**config.mk**
```make
export PLATFORM = sky130hd
export DESIGN_NAME = lcd_request_arbiter
export DESIGN_NICKNAME = d
export VERILOG_FILES = /design/src/rtl/lcd_pkg.sv /design/src/rtl/rr_arbiter2.sv /design/src/rtl/lcd_request_arbiter.sv
export SDC_FILE = /design/constraint.sdc
export NUM_CORES = 1
export LEC_CHECK = 0
export ABC_AREA = 1
export CORE_MARGIN = 2
export CORE_UTILIZATION = 45
export DETAILED_ROUTE_END_ITERATION = 16
export PLACE_DENSITY = 0.79
export SLEW_MARGIN = 20
export SYNTH_ARGS = -nofsm -noshare
export SYNTH_HDL_FRONTEND = slang
export SYNTH_SLANG_ARGS = --single-unit
export TNS_END_PERCENT = 10
```
**constraint.sdc**
```tcl
create_clock -name clk -period 1.64 [get_ports clk]
set_input_delay 0.41 -clock clk [delete_from_list [all_inputs] [get_ports clk]]
set_output_delay 0.41 -clock clk [all_outputs]
set_load 0.01 [all_outputs]
```
**src/rtl/lcd_pkg.sv**
```systemverilog
// rtl/lcd_pkg.sv - shared types and constants for the LCD request arbiter
package lcd_pkg;

   typedef enum logic [1:0] {
      CMD_CHAR   = 2'b00,
      CMD_CURSOR = 2'b01,
      CMD_CLEAR  = 2'b10,
      CMD_RSVD   = 2'b11
   } lcd_cmd_e;

   typedef enum logic [1:0] {
      ST_IDLE     = 2'd0,
      ST_ISSUE    = 2'd1,
      ST_GUARD    = 2'd2,
      ST_WAIT_RDY = 2'd3
   } arb_state_e;

   localparam logic [4:0] LCD_LINE2_POS = 5'd16;

   function automatic logic [1:0] onehot2(input logic idx);
      return idx ? 2'b10 : 2'b01;
   endfunction

endpackage

```
**src/rtl/rr_arbiter2.sv**
```systemverilog
// rtl/rr_arbiter2.sv - two-way round-robin arbiter with eligibility mask
module rr_arbiter2 (
   input  logic       clk,
   input  logic       rst,
   input  logic [1:0] req,
   input  logic [1:0] mask,
   input  logic       update,
   output logic       gnt_vld,
   output logic       gnt_idx
);

   logic       last_grant;
   logic [1:0] elig;

   assign elig    = req & mask;
   assign gnt_vld = |elig;

   // On a tie the requester that did not win last time takes the grant.
   always_comb begin
      gnt_idx = 1'b0;
      case (elig)
         2'b01:   gnt_idx = 1'b0;
         2'b10:   gnt_idx = 1'b1;
         2'b11:   gnt_idx = ~last_grant;
         default: gnt_idx = 1'b0;
      endcase
   end

   always_ff @(posedge clk or posedge rst) begin
      if (rst)
         last_grant <= 1'b1;
      else if (update && gnt_vld)
         last_grant <= gnt_idx;
   end

endmodule

```
**src/rtl/lcd_request_arbiter.sv**
```systemverilog
// rtl/lcd_request_arbiter.sv - shares lcd_display between two requesters
// Optional WAIT_RDY timeout with sticky error: define LCD_ARB_TIMEOUT_EN.
module lcd_request_arbiter
   import lcd_pkg::*;
#(
   parameter int GUARD_CYCLES   = 2,
   parameter int TIMEOUT_CYCLES = 1048576
) (
   input  logic        clk,
   input  logic        rst,
   input  logic [1:0]  req_valid,
   output logic [1:0]  req_ready,
   input  logic [1:0]  req_lock,
   input  logic [3:0]  req_cmd,
   input  logic [15:0] req_data,
   output logic [7:0]  lcd_char,
   output logic        lcd_char_write,
   output logic [4:0]  lcd_cursor_pos,
   output logic        lcd_cursor_set,
   output logic        lcd_clear,
   input  logic        lcd_ready,
   output logic [1:0]  grant,
   output logic        busy,
   output logic        error
);

   if (GUARD_CYCLES < 1 || GUARD_CYCLES > 15 || TIMEOUT_CYCLES < 1) begin : g_param_check
      $error("lcd_request_arbiter: parameter out of range");
   end

   arb_state_e state, state_n;
   lcd_cmd_e   cmd_q, cmd_w;
   logic [3:0] gcnt;
   logic [7:0] data_w;
   logic       win, win_q, gnt_vld, take;
   logic       lock_vld, lock_owner, lock_active;
   logic       timeout_hit;

   // A lock only counts while its owner keeps req_lock high.
   assign lock_active = lock_vld && req_lock[lock_owner];
   assign take        = (state == ST_IDLE) && lcd_ready && gnt_vld;
   assign cmd_w       = lcd_cmd_e'(win ? req_cmd[3:2] : req_cmd[1:0]);
   assign data_w      = win ? req_data[15:8] : req_data[7:0];

   rr_arbiter2 u_rr (
      .clk     (clk),
      .rst     (rst),
      .req     (req_valid),
      .mask    (lock_active ? onehot2(lock_owner) : 2'b11),
      .update  (take),
      .gnt_vld (gnt_vld),
      .gnt_idx (win)
   );

   always_comb begin
      state_n        = state;
      req_ready      = 2'b00;
      lcd_char_write = 1'b0;
      lcd_cursor_set = 1'b0;
      lcd_clear      = 1'b0;
      case (state)
         ST_IDLE: if (take) state_n = ST_ISSUE;
         ST_ISSUE: begin
            req_ready = onehot2(win_q);
            case (cmd_q)
               CMD_CHAR:   lcd_char_write = 1'b1;
               CMD_CURSOR: lcd_cursor_set = 1'b1;
               CMD_CLEAR:  lcd_clear      = 1'b1;
               default:    ;
            endcase
            state_n = (cmd_q == CMD_RSVD) ? ST_IDLE : ST_GUARD;
         end
         ST_GUARD: if (gcnt == 4'(GUARD_CYCLES - 1)) state_n = ST_WAIT_RDY;
         ST_WAIT_RDY: if (lcd_ready || timeout_hit) state_n = ST_IDLE;
         default: state_n = ST_IDLE;
      endcase
   end

   assign busy  = (state != ST_IDLE);
   assign grant = (state != ST_IDLE) ? onehot2(win_q) :
                  (lock_active ? onehot2(lock_owner) : 2'b00);

   always_ff @(posedge clk or posedge rst) begin
      if (rst) begin
         state          <= ST_IDLE;
         gcnt           <= 4'd0;
         cmd_q          <= CMD_CHAR;
         win_q          <= 1'b0;
         lcd_char       <= 8'd0;
         lcd_cursor_pos <= 5'd0;
         lock_vld       <= 1'b0;
         lock_owner     <= 1'b0;
      end else begin
         state <= state_n;
         gcnt  <= (state == ST_GUARD) ? gcnt + 4'd1 : 4'd0;
         if (take) begin
            cmd_q      <= cmd_w;
            win_q      <= win;
            lock_vld   <= req_lock[win];
            lock_owner <= win;
            if (cmd_w == CMD_CHAR)   lcd_char       <= data_w;
            if (cmd_w == CMD_CURSOR) lcd_cursor_pos <= data_w[4:0];
         end else if ((state == ST_IDLE && !lock_active) || timeout_hit) begin
            lock_vld <= 1'b0;
         end
      end
   end

`ifdef LCD_ARB_TIMEOUT_EN
   localparam int TW = $clog2(TIMEOUT_CYCLES + 1);
   logic [TW-1:0] tcnt;
   logic          error_q;

   assign timeout_hit = (state == ST_WAIT_RDY) && !lcd_ready &&
                        (tcnt == TW'(TIMEOUT_CYCLES - 1));
   assign error       = error_q;

   always_ff @(posedge clk or posedge rst) begin
      if (rst) begin
         tcnt    <= '0;
         error_q <= 1'b0;
      end else begin
         tcnt <= (state == ST_WAIT_RDY && !lcd_ready) ? tcnt + 1'b1 : '0;
         if (timeout_hit) error_q <= 1'b1;
      end
   end
`else
   assign timeout_hit = 1'b0;
   assign error       = 1'b0;
`endif

endmodule

```
[After elaboration in Yosys (flattened, before gate mapping)]
Index checks and enable logic that the tools add are counted.
Widths: inputs -> output; s select.
Cells by class
  multiply operators: 0
  multiplexer cells: 26
  magnitude comparators: 2
  shift-type cells: 0
  bitwise gates (word level): 2
  reduce and logical (&&, ||, !) cells: 15
  $add $sub $neg: 1
  equal/unequal tests: 13
  divide/modulo/power cells: 0
Operators with widths (count)
  $mux 2: 10
  $eq 2x2->1 const B: 6
  $mux 1: 12
  $mux 8: 1
  $pmux 2 s4: 1
  $eq 2x1->1 const B: 3
  $logic_not 2->1: 3
  $logic_and 1x1->1: 5
  $add 4x1->4 const B: 1
  $eq 4x1->1 const B: 1
  $lt 1x2->1 const B: 2
  $mux 4: 1
  $ne 2x2->1 const B: 2
  $reduce_and 2->1: 2
  $reduce_bool 2->1: 2
  $reduce_and 3->1: 1
  $and 2x2->2: 1
  $ne 2x1->1 const B: 1
  $pmux 1 s2: 1
  $reduce_or 2->1: 1
  $logic_not 1->1: 1
  $not 1->1: 1
Word-level totals
  output and inout bits: 22
  input bits: 27
  bits in read-only memories: 0
  register bits after elaboration: 24
  latch bits: 0
  bits in writable memories: 0
  logic and storage cells: 67
  memories kept: 0

[Longest topological paths before layout]
Gate-level depths: netlist of the first run.
  depth in word-level cells: 10
  mapped depth: 11
  gate-level depth less buffers: 10

[Modules after synthesis]
A second synthesis of the first run with hierarchy kept.
Unflattened totals
  cells, all modules: 186
  area total of the unflattened synthesis: 1333.8 um2
Modules (own cells, without submodules)
  lcd_request_arbiter: area an instance 1257.5 um2, times used 1, sequential area each 575.6 um2, cells an instance 173
  rr_arbiter2: area an instance 76.3 um2, times used 1, sequential area each 26.3 um2, cells an instance 13

[Worst setup path before layout of the first run]
No wires, ideal clock.
  kind: register to register
  start point: register lock_owner
  end point: register lcd_char[4]
  arrival time: 1308 ps
  setup time: 121 ps
  path slack: 211 ps
  path buffers: 1
  required time: 1519 ps
  cell stages (with the launch flop): 8
  clock period less this slack: 1429 ps
  cells stage by stage: dfrtp_1 nand3_1 nand2_1 a21oi_4 nand3_2 buf_6 o21bai_1 nand2_1
On the way
  cells in the longest elaborated chain, start to end: 10
  elaborated cells between the ends (all ways): 15
  classes of those cells: eq/ne (2); mux (7); bitwise (1); reduce/logical (5)
RTL lines
  from (decl): line lcd_request_arbiter.sv:36  | logic lock_vld, lock_owner, lock_active;
  from (signal assigned): line lcd_request_arbiter.sv:100  | lock_owner <= win;
  $mux 1 (not written as such) (2 in series): line lcd_request_arbiter.sv:40  | assign lock_active = lock_vld && req_lock[lock_owner];
  $logic_and 1x1->1: line lcd_request_arbiter.sv:40
  $mux 2 *: line lcd_request_arbiter.sv:49  | .mask (lock_active ? onehot2(lock_owner) : 2'b11),
  $and 2x2->2 *: line rr_arbiter2.sv:15  | assign elig = req & mask;
  $eq 2x2->1: line rr_arbiter2.sv:21  | case (elig)
  $pmux 1 s2: line rr_arbiter2.sv:21
  $mux 2: line lcd_request_arbiter.sv:42  | assign cmd_w = lcd_cmd_e'(win ? req_cmd[3:2] : req_cmd[1:0]);
  $logic_not 2->1: line lcd_request_arbiter.sv:101  | if (cmd_w == CMD_CHAR) lcd_char <= data_w;
  $reduce_and 2->1 (no line)
  to (signal assigned): line lcd_request_arbiter.sv:101
  to (decl): line lcd_request_arbiter.sv:16  | output logic [7:0] lcd_char,
Mark *: on every way between the ends. The rest lies on a longest branch, timed or not. The select of a mux whose other input is x is not followed.
A chain may end at the register's enable or synchronous reset.

[Worst setup path after layout of the first run]
  start point: register lock_owner
  end point: output grant[1]
On the way
  cells in the longest elaborated chain, start to end: 5
  elaborated cells between the ends (all ways): 6
  classes of those cells: mux (5); reduce/logical (1)
RTL lines
  $mux 1 (not written as such) (2 in series): line lcd_request_arbiter.sv:40
  $logic_and 1x1->1: line lcd_request_arbiter.sv:40
  $mux 2: line lcd_request_arbiter.sv:81  | (lock_active ? onehot2(lock_owner) : 2'b00);
  $mux 2 *: line lcd_request_arbiter.sv:80  | assign grant = (state != ST_IDLE) ? onehot2(win_q) :
  to (decl): line lcd_request_arbiter.sv:22  | output logic [1:0] grant,
Marks and branches as above.

==> metrics.md, run 1 <==
| Metric | Value |
|---|---|
| CTS Buf Count | `3` |
| Fin crit share | `1.029` |
| Fmax | `592.5 MHz` |
| Max incr delay on CP | `0.47 ns` |
| Setup WS post-layout | `-0.04766 ns` |
| Gr usage total | `0.2026` |
| Hpwl dp | `2509 um` |
| Critical Path, Cell by Cell | `nand2_2 -> o21ai_2 -> a21oi_2 -> nor2_1 -> buf_2` |
| RD Place Congestion | `0.7481` |
| Area share of and/or/nand/nor cells after synthesis | `0.3010` |
| Antenna cells | `0` |
| Crit path max-delay family | `flip-flops` |
| Hold buffers post-CTS | `0` |
| First-pass GRT wire length | `5595 um` |
| WL final | `3338 um` |
| Post-synthesis xor/xnor area fraction | `0.01222` |
| Leakage | `0.001131 uW` |
| Dominant cell by count in the synthesized netlist | `nand2_1` |
| Initial antenna violation count | `0` |
| FF-to-FF path depth | `8` |
| WL per Instance | `11.51 um` |
| Asr flop ratio synth | `1.000` |
| EDFF count, synth | `0` |
| Layout Cell Area excl Fill | `2142 um^2` |
| Core Region | `3053 um^2` |
| Worst path required time | `1.23 ns` |
| # DRC | `0` |
| RSZ-0062 raised after global routing | `true` |
| H-tree depth | `1` |
| Vias in the first global route | `1,312` |
| Congestion Overflow GR | `0` |
| Crit Path Category | `flip-flop to output port` |
| Number of DRC markers in iteration 0 | `38` |
| Syn Std Cell Area | `1434 um^2` |
| WHS | `0.4084 ns` |
| Power per Cell Area | `1421 nW/um^2` |
| Clk Latency, worst-skew pair | `0.32 ns` |
| Largest family of logic cells by synthesized area | `simple AND/OR/NAND/NOR gates` |
| Synth top area cells | `dfrtp_1 40%, nand2_1 14%, nand3_1 5.9%` |
| Post-synthesis sequential area ratio | `0.4197` |
| Tmin final | `1.688 ns` |
| Die width | `60.45 um` |
| Final Skew | `0.001794 ns` |
| CP startpoint kind | `flip-flop` |
| Synth warn | `0` |
| Crit-path max FO | `4` |
| CTS root buf | `clkbuf_4` |
| Hold Vio Cnt, Final | `0` |
| Adder-Cell Fraction of Synth Area | `0.01745` |
| Clk pin slew, worst setup/hold paths | `0.13 ns` |
| Post-synthesis register bit count | `24` |
| Worst setup EP type | `output port` |
| Initial Util | `0.4697` |
| Synth Area in Compound Gates | `0.1449` |
| R2r endpoint | `lcd_cursor_pos[0]` |
| Mux contribution to synthesized area | `0` |
| Final setup vio count | `2` |
| Max Cap Viol | `0` |
| Post-synth top cells | `53 x nand2_1, 23 x dfrtp_1, 21 x inv_1` |
| Top_reg_cell synth | `dfrtp_1` |
| Deepest clock path buffer count | `2` |
| Metal3 WL | `108 um` |
| Clock sink count | `24` |
| Nets | `276` |
| Vias per std cell | `4.662` |
| Detail Route met2 WL | `1748 um` |
| Ports | `49` |
| Vias | `1,352` |
| Dpl ws | `-0.6887 ns` |
| Synth Net Count | `208` |
| Outcome | `complete, but fails checks` |
| Routed met1 length | `1440 um` |
| Cell taking the most area after synthesis | `dfrtp_1` |
| Pin count of the biggest net entering global routing | `25` |
| ANT nets after route | `0` |
| Setup slack, reg-to-reg | `0.12 ns` |
| Worst hold path type | `input port to asynchronous set/reset pin` |
| WP buf/inv | `1` |
| P&R area growth vs syn | `49.39%` |
| Failing checks | `negative setup slack` |
| Worst IR Drop VDD | `594.2 uV` |
| Post-Synthesis Cells | `179` |
| PortBufs | `47` |
| Worst EP arrival | `1.28 ns` |
| Placed inst area | `2092 um^2` |
| Post-synth top area share | `0.4014` |
| Mapped Avg Cell Area | `8.010 um^2` |
| Top layer in use | `met4` |
| Die ar. | `3654 um^2` |
| Share of post-route cells with drive strength above 1 | `0.2805` |
| 1st-pass router iterations | `4` |
| Setup tns final | `-0.07596 ns` |
| Max-slew violations | `0` |
| Unique cell type count in the Yosys netlist | `29` |
| Die Y | `60.45 um` |
| CTS tree | `yes` |
| # rows | `20` |
| Slowest cell on the critical path | `dfrtp_2` |
-- what timing repair did --
action,CTS,global route
resized for setup,54,16
endpoints found under the hold margin,0,0
pin swaps,5,3
setup buffers,1,0
endpoints found under the setup margin,22,23
-- per-stage QoR --
step           utilization  cells  power, uW
4_1_cts             0.6930    290       3024
5_1_grt             0.7016    290       3299
3_3_place_gp        0.6852    285       2756
6_report            0.7016    290       3044
2_1_floorplan            -    179       1919
3_5_place_dp        0.6852    285       2815
-- metal layers --
| layer | GRT usage | vias up |
|---|---|---|
| met5 | 0 | - |
| met4 | 0.06522 | 0 |
| met3 | 0.02559 | 5 |
| met2 | 0.3602 | 29 |
| met1 | 0.2560 | 616 |
| li1 | - | 702 |
-- cells by family after synthesis --
| group | after synthesis |
|---|---|
| AO/OA/AOI/OAI | 26 |
| XOR/XNOR | 2 |
| adder cells (fa/ha/maj) | 2 |
| buffers and inverters | 31 |
| flip-flops | 24 |
| other | 1 |
| AND/OR/NAND/NOR | 93 |
-- cells in the final DEF, fill, tap and decap left out, types with 4 or more instances in the layout --
cell type / instances
clkdlybuf4s50_1: 24
nand3_1: 16
inv_1: 17
dfrtp_1: 22
buf_4: 17
inv_2: 5
o21bai_1: 7
nor2_1: 10
buf_6: 4
buf_2: 7
nand2_1: 50
o21bai_2: 7
dlygate4sd2_1: 12
nand3_2: 4
nand2_2: 4
-- worst reg2reg max path, cell delays in order, from the launching register on --
cell      delay, ns
dfrtp_1        0.42
nor2_2         0.15
buf_4          0.13
nand2_1        0.08
a21oi_4        0.18
nand3_2        0.12
buf_12         0.17
o21bai_1       0.12
nand2_1        0.06
-- state kept, by name, indices dropped and copies added (netlist names), named ones only --
name	flops
u_rr.last_grant	1
gcnt	4
lock_owner	1
lock_vld	1
state	1
lcd_cursor_pos	5
lcd_char	8
cmd_q	2
-- worst max-delay path by stage --
stage                 from           to  slack, ns  depth (start not counted)
2_1_floorplan   lock_owner  lcd_char[4]       0.21                          7
4_1_cts         lock_owner     grant[1]      -0.05                          5
6_report        lock_owner     grant[1]      -0.05                          5
5_1_grt          flip-flop     grant[1]      -0.13                          5
3_5_place_dp   req_lock[0]     grant[1]      -0.69                          6
3_3_place_gp   req_lock[0]     grant[0]      -0.61                          6
-- where the power goes --
part | switching [uW] | internal [uW]
clock | 182 | 95.4
sequential | 184 | 851
combinational | 870 | 861
total | 1240 | 1810
-- cell type report --
type | instances | area [um^2]
fillers | 249 | 910.9
multi-input cells | 124 | 725.7
repair buffers | 69 | 630.6
flip-flops and latches | 24 | 603.1
inverters | 25 | 101.3
well taps | 44 | 55.05
clock buffers | 4 | 26.28
No activity file was read; power rests on OpenSTA's default activity.
==> inputs of run 2 (changes only) <==
--- a/config.mk
+++ b/config.mk
@@ -9,7 +9,8 @@
 export CORE_MARGIN = 2
 export CORE_UTILIZATION = 45
 export DETAILED_ROUTE_END_ITERATION = 16
-export PLACE_DENSITY = 0.79
+export PLACE_DENSITY_LB_ADDON = 0.15
+export SKIP_CTS_REPAIR_TIMING = 1
 export SLEW_MARGIN = 20
 export SYNTH_ARGS = -nofsm -noshare
 export SYNTH_HDL_FRONTEND = slang
==> run 2 against run 1 <==
Effect of this change: the run still ends with negative setup slack left; die area is the same; global-route usage grew 0.28 points; count of clock-buffer cells in the layout shrank 1; hold slack gained 0.0097 ns; critical path type unchanged; largest power group unchanged.
==> metrics.md, run 2 (synthesis gave the netlist of run 1 again) <==
| Metric | Value |
|---|---|
| First-pass GRT wire length | `5768 um (was 5595 um)` |
| Max Cap Viol | `0 (unchanged)` |
| Tmin final | `1.745 ns (was 1.688 ns)` |
| Most common cell after layout, fill and taps aside | `nand2_1 (unchanged)` |
| Gr usage total | `0.2053 (was 0.2026)` |
| Final Skew | `0.006513 ns (was 0.001794 ns)` |
| CTS root buf | `clkbuf_4 (unchanged)` |
| Hpwl dp | `2705 um (was 2509 um)` |
| Clock sink count | `24 (unchanged)` |
| Most frequent cells in the layout | `51 x nand2_1, 24 x clkdlybuf4s50_1, 22 x dfrtp_1, 18 x inv_1, 18 x buf_4 (was 50 x nand2_1, 24 x clkdlybuf4s50_1, 22 x dfrtp_1, 17 x inv_1, 17 x buf_4)` |
| Final setup vio count | `3 (was 2)` |
| WL final | `3682 um (was 3338 um)` |
| Worst setup EP type | `output port (unchanged)` |
| Worst EP arrival | `1.34 ns (was 1.28 ns)` |
| Crit Path Category | `flip-flop to output port (unchanged)` |
| RSZ-0062 raised after global routing | `true (unchanged)` |
| CTS Buf Count | `3 (unchanged)` |
| Deepest clock path buffer count | `2 (unchanged)` |
| Initial antenna violation count | `0 (unchanged)` |
| Power per Cell Area | `1478 nW/um^2 (was 1421 nW/um^2)` |
| CP startpoint | `lock_owner (unchanged)` |
| Worst path required time | `1.23 ns (about the same)` |
| CTS tree | `yes (unchanged)` |
| Reg power frac | `0.315 (was 0.340)` |
| Filler instances | `244 (was 249)` |
| Antenna cells | `0 (unchanged)` |
| Largest regs | `lcd_char: 8 flops, lcd_cursor_pos: 5 flops, gcnt: 4 flops (unchanged)` |
| P_sw | `1263 uW (was 1236 uW)` |
| Vias in the first global route | `1,422 (was 1,312)` |
| Dpl ws | `-0.7075 ns (was -0.6887 ns)` |
| Share of post-route cells with drive strength above 1 | `0.2672 (was 0.2805)` |
| Vias per std cell | `4.897 (was 4.662)` |
| Core Region | `3053 um^2 (unchanged)` |
| Failing checks | `negative setup slack (unchanged)` |
| Clk Latency, worst-skew pair | `0.32 ns (about the same)` |
| H-tree depth | `1 (unchanged)` |
| Pint | `2018 uW (was 1808 uW)` |
| Congestion Overflow GR | `0 (unchanged)` |
| Worst IR Drop VDD | `701.0 uV (was 594.2 uV)` |
| Initial Util | `0.4697 (unchanged)` |
| Max-slew violations | `0 (unchanged)` |
| 1st-pass router iterations | `4 (unchanged)` |
| Most flop-heavy register | `lcd_char (unchanged)` |
| CP startpoint kind | `flip-flop (unchanged)` |
| # DRC | `0 (unchanged)` |
| Nets | `277 (was 276)` |
| Sw Ratio | `0.3850 (was 0.4062)` |
| Fmax | `572.9 MHz (was 592.5 MHz)` |
| Die ar. | `3654 um^2 (unchanged)` |
| Vias | `1,425 (was 1,352)` |
| # rows | `20 (unchanged)` |
| WL per Instance | `12.65 um (was 11.51 um)` |
| Setup WS post-layout | `-0.1055 ns (was -0.04766 ns)` |
| Die width | `60.45 um (unchanged)` |
| P&R area growth vs syn | `54.80% (was 49.39%)` |
| Clk pwr share | `0.133 (was 0.091)` |
| Worst hold path type | `input port to asynchronous set/reset pin (unchanged)` |
| Worst r2r src | `lock_owner` |
| RD Place Congestion | `0.8296 (was 0.7481)` |
| Die Y | `60.45 um (unchanged)` |
| Comb pwr share | `0.553 (was 0.569)` |
| PortBufs | `47 (unchanged)` |
| Fin crit share | `1.064 (was 1.029)` |
| Final core occ | `0.7270 (was 0.7016)` |
| Ports | `49 (unchanged)` |
| Hold Vio Cnt, Final | `0 (unchanged)` |
| Number of DRC markers in iteration 0 | `32 (was 38)` |
| Clk pin slew, worst setup/hold paths | `0.14 ns (was 0.13 ns)` |
| Leakage | `0.001271 uW (was 0.001131 uW)` |
| Max reg flops | `8 (unchanged)` |
| Setup slack, reg-to-reg | `-0.01 ns (was 0.12 ns)` |
| Outcome | `complete, but fails checks (unchanged)` |
| Crit-path max FO | `4 (unchanged)` |
| ANT nets after route | `0 (unchanged)` |
| Pin count of the biggest net entering global routing | `25 (unchanged)` |
[run 2: cell count changes in the layout (fill, tap and decap cells not counted), sizes merged]
cell	before	now
buf	30	26
dlygate4sd2	12	0
clkbuf	4	6
nor2	13	14
bufinv	0	1
dlymetal6s2s	3	16
[run 2: layout make-up]
type / instances / area (um^2) / share of cell area
Clock inverter: 1 / 30.03 / 0.01353
Sequential cell: 24 / 603.1 / 0.2717
Multi-Input combinational cell: 125 / 739.5 / 0.3331
Clock buffer: 3 / 22.52 / 0.01015
Timing Repair Buffer: 69 / 673.1 / 0.3033
Inverter: 25 / 96.34 / 0.04340
Tap cell: 44 / 55.05 / 0.02480
[run 2: worst paths after layout]
path | endpoint | depth (start not counted)
setup / recovery | grant[0] | 5
hold / removal | gcnt[2] | 3
setup reg to reg | lcd_char[6] | 8
hold reg to reg | gcnt[0] | 1
max in group asynchronous | u_rr.last_grant | 3
min in group clk | gcnt[0] | 1
[run 2: per-stage QoR]
stage	TNS (ns)	power, uW	area (um^2)	std cells	hold WS, ns
finish	-0.1975	3281	2220	291	0.4181
global route	-1.283	3531	2220	291	0.4570
CTS	-4.335	3250	2130	287	0.4252
detailed placement	-7.841	2813	2077	283	0.4750
global placement	-7.024	2747	2077	283	0.4630
floorplan	0	1919	1434	179	0.4239
[run 2: critical path, cell delays in order, from the launching register on]
cell and delay [ns]:
dfrtp_2 0.46, buf_6 0.13, o21ai_4 0.13, a21oi_2 0.08, nor2_1 0.09, buf_2 0.13
[run 2: per-layer routing]
| layer | vias up | global-route usage | share of wire |
|---|---|---|---|
| met5 | - | 0 | 0 |
| met3 | 6 | 0.03198 | 0.045 |
| met2 | 40 | 0.3727 | 0.53 |
| met4 | 0 | 0.05590 | 0.012 |
| li1 | 703 | - | - |
| met1 | 676 | 0.2537 | 0.41 |
[run 2: power by group through the flow]
| stage | clock network (uW) | logic, uW | registers [uW] |
|---|---|---|---|
| 5_1_grt | 466 | 2000 | 1060 |
| 3_3_place_gp | 0 | 1720 | 1020 |
| 2_1_floorplan | 0 | 832 | 1090 |
| 6_report | 435 | 1810 | 1030 |
| 4_1_cts | 440 | 1780 | 1030 |
| 3_5_place_dp | 0 | 1770 | 1040 |
